## src/rtl/canon_huff_pkg.sv

```systemverilog
// Shared types and table-access helpers for the canonical Huffman decoder.
package canon_huff_pkg;

    typedef enum logic [2:0] {
        ST_IDLE,
        ST_DECODE,
        ST_EMIT,
        ST_DONE,
        ST_ERR
    } state_e;

    localparam int unsigned VEC_W = 1024;

    function automatic int unsigned cnt_w(input int unsigned n);
        return $clog2(n + 1);
    endfunction

    function automatic logic [31:0] field_at(
        input logic [VEC_W-1:0] v,
        input int unsigned      idx,
        input int unsigned      w
    );
        logic [VEC_W-1:0] s;
        s = v >> (idx * w);
        return s[31:0] & ((32'd1 << w) - 32'd1);
    endfunction

    // len is 1-based: length 1 lives in slice 0
    function automatic logic [31:0] len_at(
        input logic [VEC_W-1:0] lc,
        input int unsigned      len,
        input int unsigned      w
    );
        return field_at(lc, len - 1, w);
    endfunction

    function automatic logic [31:0] sym_at(
        input logic [VEC_W-1:0] st,
        input int unsigned      idx,
        input int unsigned      w
    );
        return field_at(st, idx, w);
    endfunction

endpackage

```

## src/rtl/canon_huff_step.sv

```systemverilog
// One canonical-code length step: match test and next first/index.
module canon_huff_step #(
    parameter int unsigned MAX_LEN = 4,
    parameter int unsigned NUM_SYM = 16,
    parameter int unsigned CNT_W   = 5,
    parameter int unsigned CW      = MAX_LEN + 1,
    parameter int unsigned IW      = $clog2(NUM_SYM) + 1
) (
    input  logic [CW-1:0]    code_i,
    input  logic [CW-1:0]    first_i,
    input  logic [IW-1:0]    index_i,
    input  logic [CNT_W-1:0] count_i,
    input  logic             bit_i,
    output logic             match_o,
    output logic [IW-1:0]    offset_o,
    output logic [CW-1:0]    next_code_o,
    output logic [CW-1:0]    next_first_o,
    output logic [IW-1:0]    next_index_o,
    output logic             overflow_o
);

    logic [31:0] c;
    logic [31:0] lo;
    logic [31:0] hi;
    logic [31:0] off;

    // 32-bit arithmetic so nothing wraps inside the step
    assign c   = 32'({code_i, bit_i});
    assign lo  = 32'(first_i);
    assign hi  = lo + 32'(count_i);
    assign off = 32'(index_i) + c - lo;

    assign match_o      = (c >= lo) && (c < hi);
    assign overflow_o   = match_o && (off >= NUM_SYM);
    assign offset_o     = IW'(off);
    assign next_code_o  = CW'(c);
    assign next_first_o = CW'(hi << 1);
    assign next_index_o = IW'(32'(index_i) + 32'(count_i));

endmodule

```

## src/rtl/canon_huff_dec.sv

```systemverilog
// Bit-serial canonical Huffman decoder feeding a write FIFO.
module canon_huff_dec
    import canon_huff_pkg::*;
#(
    parameter int unsigned SYM_W   = 4,
    parameter int unsigned NUM_SYM = 16,
    parameter int unsigned MAX_LEN = 4,
    parameter int unsigned TOT_W   = 16
) (
    input  logic                             clk,
    input  logic                             rst_n,
    input  logic                             start,
    input  logic [TOT_W-1:0]                 sym_total,
    input  logic [MAX_LEN*cnt_w(NUM_SYM)-1:0] len_count,
    input  logic [NUM_SYM*SYM_W-1:0]         sym_table,
    input  logic                             bit_in,
    input  logic                             bit_vld,
    output logic                             bit_req,
    output logic [SYM_W-1:0]                 wdata,
    output logic                             winc,
    input  logic                             wfull,
    output logic                             busy,
    output logic                             fin,
    output logic                             err
);

    localparam int unsigned CNT_W = cnt_w(NUM_SYM);
    localparam int unsigned CW    = MAX_LEN + 1;
    localparam int unsigned IW    = $clog2(NUM_SYM) + 1;
    localparam int unsigned LW    = $clog2(MAX_LEN + 1);

    state_e           state_q, state_d;
    logic [CW-1:0]    code_q, code_d;
    logic [CW-1:0]    first_q, first_d;
    logic [IW-1:0]    index_q, index_d;
    logic [LW-1:0]    len_q, len_d;
    logic [TOT_W-1:0] total_q, total_d;
    logic [TOT_W-1:0] cnt_q, cnt_d;
    logic [SYM_W-1:0] wdata_q, wdata_d;

    logic [CNT_W-1:0] n;
    logic             match;
    logic             overflow;
    logic [IW-1:0]    offset;
    logic [IW-1:0]    next_index;
    logic [CW-1:0]    next_first;
    logic [CW-1:0]    next_code;

    assign n = CNT_W'(len_at(VEC_W'(len_count), 32'(len_q), CNT_W));

    canon_huff_step #(
        .MAX_LEN (MAX_LEN),
        .NUM_SYM (NUM_SYM),
        .CNT_W   (CNT_W)
    ) u_step (
        .code_i       (code_q),
        .first_i      (first_q),
        .index_i      (index_q),
        .count_i      (n),
        .bit_i        (bit_in),
        .match_o      (match),
        .offset_o     (offset),
        .next_code_o  (next_code),
        .next_first_o (next_first),
        .next_index_o (next_index),
        .overflow_o   (overflow)
    );

    always_ff @(posedge clk) begin
        if (!rst_n) begin
            state_q <= ST_IDLE;
            code_q  <= '0;
            first_q <= '0;
            index_q <= '0;
            len_q   <= '0;
            total_q <= '0;
            cnt_q   <= '0;
            wdata_q <= '0;
        end else begin
            state_q <= state_d;
            code_q  <= code_d;
            first_q <= first_d;
            index_q <= index_d;
            len_q   <= len_d;
            total_q <= total_d;
            cnt_q   <= cnt_d;
            wdata_q <= wdata_d;
        end
    end

    always_comb begin
        state_d = state_q;
        code_d  = code_q;
        first_d = first_q;
        index_d = index_q;
        len_d   = len_q;
        total_d = total_q;
        cnt_d   = cnt_q;
        wdata_d = wdata_q;
        unique case (state_q)
            ST_IDLE, ST_DONE, ST_ERR: begin
                if (start) begin
                    total_d = sym_total;
                    cnt_d   = '0;
                    code_d  = '0;
                    first_d = '0;
                    index_d = '0;
                    len_d   = LW'(1);
                    state_d = (sym_total == '0) ? ST_DONE : ST_DECODE;
                end
            end
            ST_DECODE: begin
                if (bit_vld) begin
                    if (match) begin
                        if (overflow) begin
                            state_d = ST_ERR;
                        end else begin
                            wdata_d = SYM_W'(sym_at(VEC_W'(sym_table),
                                                    32'(offset), SYM_W));
                            state_d = ST_EMIT;
                        end
                    end else if (len_q == LW'(MAX_LEN)) begin
                        state_d = ST_ERR;
                    end else begin
                        code_d  = next_code;
                        first_d = next_first;
                        index_d = next_index;
                        len_d   = len_q + 1'b1;
                    end
                end
            end
            ST_EMIT: begin
                if (!wfull) begin
                    cnt_d   = cnt_q + 1'b1;
                    code_d  = '0;
                    first_d = '0;
                    index_d = '0;
                    len_d   = LW'(1);
                    state_d = (cnt_d == total_q) ? ST_DONE : ST_DECODE;
                end
            end
            default: state_d = ST_IDLE;
        endcase
    end

    always_comb begin
        bit_req = (state_q == ST_DECODE);
        winc    = (state_q == ST_EMIT) && !wfull;
        busy    = (state_q == ST_DECODE) || (state_q == ST_EMIT);
        fin     = (state_q == ST_DONE);
        err     = (state_q == ST_ERR);
        wdata   = wdata_q;
    end

endmodule

```

## config.mk

```make
export PLATFORM = sky130hd
export DESIGN_NAME = canon_huff_dec
export DESIGN_NICKNAME = d
export VERILOG_FILES = /design/src/rtl/canon_huff_pkg.sv /design/src/rtl/canon_huff_step.sv /design/src/rtl/canon_huff_dec.sv
export SDC_FILE = /design/constraint.sdc
export NUM_CORES = 1
export LEC_CHECK = 0
export ABC_AREA = 1
export CORE_AREA = 2 2 141 143
export DETAILED_ROUTE_END_ITERATION = 8
export DIE_AREA = 0 0 143 145
export SLEW_MARGIN = 25
export SYNTH_ARGS = -nofsm -noshare
export SYNTH_HDL_FRONTEND = slang
export SYNTH_HIERARCHICAL = 1
export SYNTH_SLANG_ARGS = --single-unit
```

## constraint.sdc

```tcl
create_clock -name clk -period 6.18 [get_ports clk]
set_clock_uncertainty 0.15 [all_clocks]
set_input_delay 1.236 -clock clk [delete_from_list [all_inputs] [get_ports clk]]
set_output_delay 1.236 -clock clk [all_outputs]
set_load 0.02 [all_outputs]
```

==> results of run 1 <==
## metal layers
metal,up-vias,track usage,share of wire
met5,-,0,0
met4,0,0.03564,0.013
met3,20,0.02739,0.071
met2,219,0.2476,0.43
met1,2761,0.2258,0.48
li1,3223,-,-
## power by group
part           switching (mW)  leakage, nW  internal, mW
clock network           0.175        0.142         0.321
registers              0.0792        0.466         0.447
logic                    2.47         2.67          1.47
## critical path: cells and delay by family, from the launching register on
family,cells,cell delay [ns]
buf+inv,7,0.67
compound gates,5,0.79
simple gates,16,1.45
flops,1,0.35
xor+xnor,2,0.45
fa+ha+maj,7,1.81
## flip-flops by register name (all words and copies together), names as in the netlist
name,count
index_q,5
state_q,3
cnt_q,16
len_q,3
code_q,5
first_q,5
total_q,16
wdata,4
## synthesized netlist by cell type (8+ instances only)
library cell,n,area share
a21oi_1,74,0.065
ha_1,37,0.081
inv_1,126,0.083
buf_2,9,0.0079
nand2_1,198,0.13
fa_1,8,0.028
nand4_1,12,0.013
clkbuf_1,17,0.011
dfxtp_1,57,0.20
o21ai_0,72,0.063
nand3_1,95,0.083
nor3_2,10,0.018
nor2_1,95,0.062
mux2i_1,16,0.028
inv_2,9,0.0059
## cell type report
class	count	share of cell area
Clock inverter	5	0.007348
Sequential cell	57	0.1523
Multi-Input combinational cell	691	0.5192
Timing Repair Buffer	132	0.1708
Clock buffer	11	0.03240
Tap cell	265	0.04426
Inverter	138	0.07248
Timing Repair inverter	1	0.001169
## kinds of logic after synthesis
kind of cell | count (synthesis) | synth area share
adder cells (fa/ha/maj) | 45 | 0.1091
buffers and inverters | 177 | 0.1304
multiplexers | 16 | 0.02804
AND/OR/NAND/NOR | 444 | 0.3512
AO/OA/AOI/OAI | 172 | 0.1624
other | 1 | 0.0006567
XOR/XNOR | 12 | 0.01840
flip-flops | 57 | 0.1998
## per-stage QoR
step	setup TNS, ns	utilization
6_report	0	0.3901
5_1_grt	-0.03955	0.3901
4_1_cts	0	0.3817
3_5_place_dp	-0.02011	0.3656
3_3_place_gp	0	0.3656
2_1_floorplan	0	-
## cell usage in the layout, fill, tap and decap left out, types with 2 or more instances in the layout
cell and n:
nor3_1 7, clkinv_2 2, nor4_1 4, fa_2 2, inv_6 2, buf_4 17, nand2_1 197, ha_1 37
nand2_2 7, inv_1 126, o211ai_1 7, o21ai_0 70, clkinvlp_4 2, fa_1 6, nor3_2 10, nand2_8 2
nor2_1 94, or2_1 2, o21ai_2 2, nand3b_1 2, xor2_1 4, clkbuf_16 9, nand4_1 12, o21ai_1 4
xnor2_1 7, mux2i_1 16, a31oi_1 5, nor2_2 3, o22ai_1 2, a21oi_1 74, nand3_1 95, nand3_2 3
dfxtp_1 57, inv_2 8, clkdlybuf4s50_1 114
## worst paths after layout
| kind | from | endpoint | slack (ns) | cells past startpoint |
|---|---|---|---|---|
| setup / recovery | len_q[1] | code_q[1] | 0.40 | 37 |
| hold / removal | wdata[2] | wdata[2] | 0.31 | 2 |
| setup reg to reg | len_q[1] | code_q[1] | 0.40 | 37 |
| hold reg to reg | wdata[2] | wdata[2] | 0.31 | 2 |
## repair_timing
item,CTS,global route
cloned,0,2
pin swaps,0,0
setup buffers,0,10
setup endpoints to repair,1,41
gates resized for setup,2,18
==> run summary, run 1 <==
Hold_ws: 0.3127 ns
Clock Path Buffers: 2
Path type of the worst setup path: reg -> reg
Worst EP arrival: 5.84 ns
First-pass DRT Iterations: 5
DIE AREA: 0.02074 mm2
Final GP Congestion: 0.8695
Port Buffers: 114
P_leak: 3.277 nW
Fillers: 2045
Fin area: 0.007492 mm2
Chip Width: 143 um
CTS Buf Count: 9
Fmax: 173.1 MHz
First-pass GRT wire length: 27300 um
Measured slew at the worst slew-check pin: 0.9911 ns
Worst Hold Class: reg -> reg
Syn Inst Count: 924
Root buffer cell: clkbuf_16
H-tree depth: 3
Slew Viols, Final: 0
Starting Density: 0.2973
Relative slew slack: 0.3372
Post-route ant nets: 0
Initial antenna violation count: 0
Max stage delay on crit path: 0.37 ns
Post-synth ARST share: 0
Vias per cell: 4.787
Main synth FF type: dfxtp_1
Multi-input gate area: 0.003890 mm2
Routed vias: 6223
Vias in the first global route: 5709
Crit path launch type: flop
Clock-pin slew on the worst setup and hold paths: 0.05 ns
Fin crit period: 5.775 ns
Final Power: 4.961 mW
Layout area overhead: 31.20%
Final period utilization: 0.9345
N_diodes: 0
IO Pins: 115
Distinct cells, synth: 48
Yosys synthesis warning count: 6
Pwr dens: 662.1 mW/mm2
Mapped Nets: 1075
Crit path max fanout: 19
Num rows: 51
Core box area: 0.01921 mm2
Worst-Skew Late Latency: 0.33 ns
Max IR drop VDD: 0.2741 mV
Setup violators final: 0
Die height: 145 um
Worst Setup Slack post-DPL: -0.02011 ns
Placed cell count: 1272
Post-Route WL: 17020 um
Seq/Total Area, Yosys: 0.1998
Post-Syn Area: 0.005710 mm2
Max cap viols: 0
Final worst slack: 0.4046 ns
Cts hold-fix bufs: 0
Non-Filler Instances: 1300
Layout cells sized above 1: 0.08116
Mapped Avg Cell Area: 6.180 um2
CP max-delay cell: fa_2
Routed wire per std cell: 13.09 um
FF+latch count, synth: 57
EDFF count, synth: 0
TritonCTS clock tree: yes
Post-route DRC: 0
Status: finished clean
Final Net Count: 1181
Hpwl dp: 13140 um
Final count of hold timing violations: 0
Starting DRT DRC Count: 385
Largest net degree at the start of global routing: 32
Crit path capture type: flop
DP Area: 0.007022 mm2
Clock Sinks: 57
GRT overflow: 0
GR Util All Layers: 0.1582
Reg area: 0.001141 mm2
Worst EP required: 6.25 ns
Power figures use the tool's default switching activity.
==> run 2, diff against run 1 <==
- CAP_MARGIN: unset -> 20
- SKIP_LAST_GASP: unset -> 1
==> results of run 2 <==
The final DEF is identical to that of run 1; final timing and power are the same.
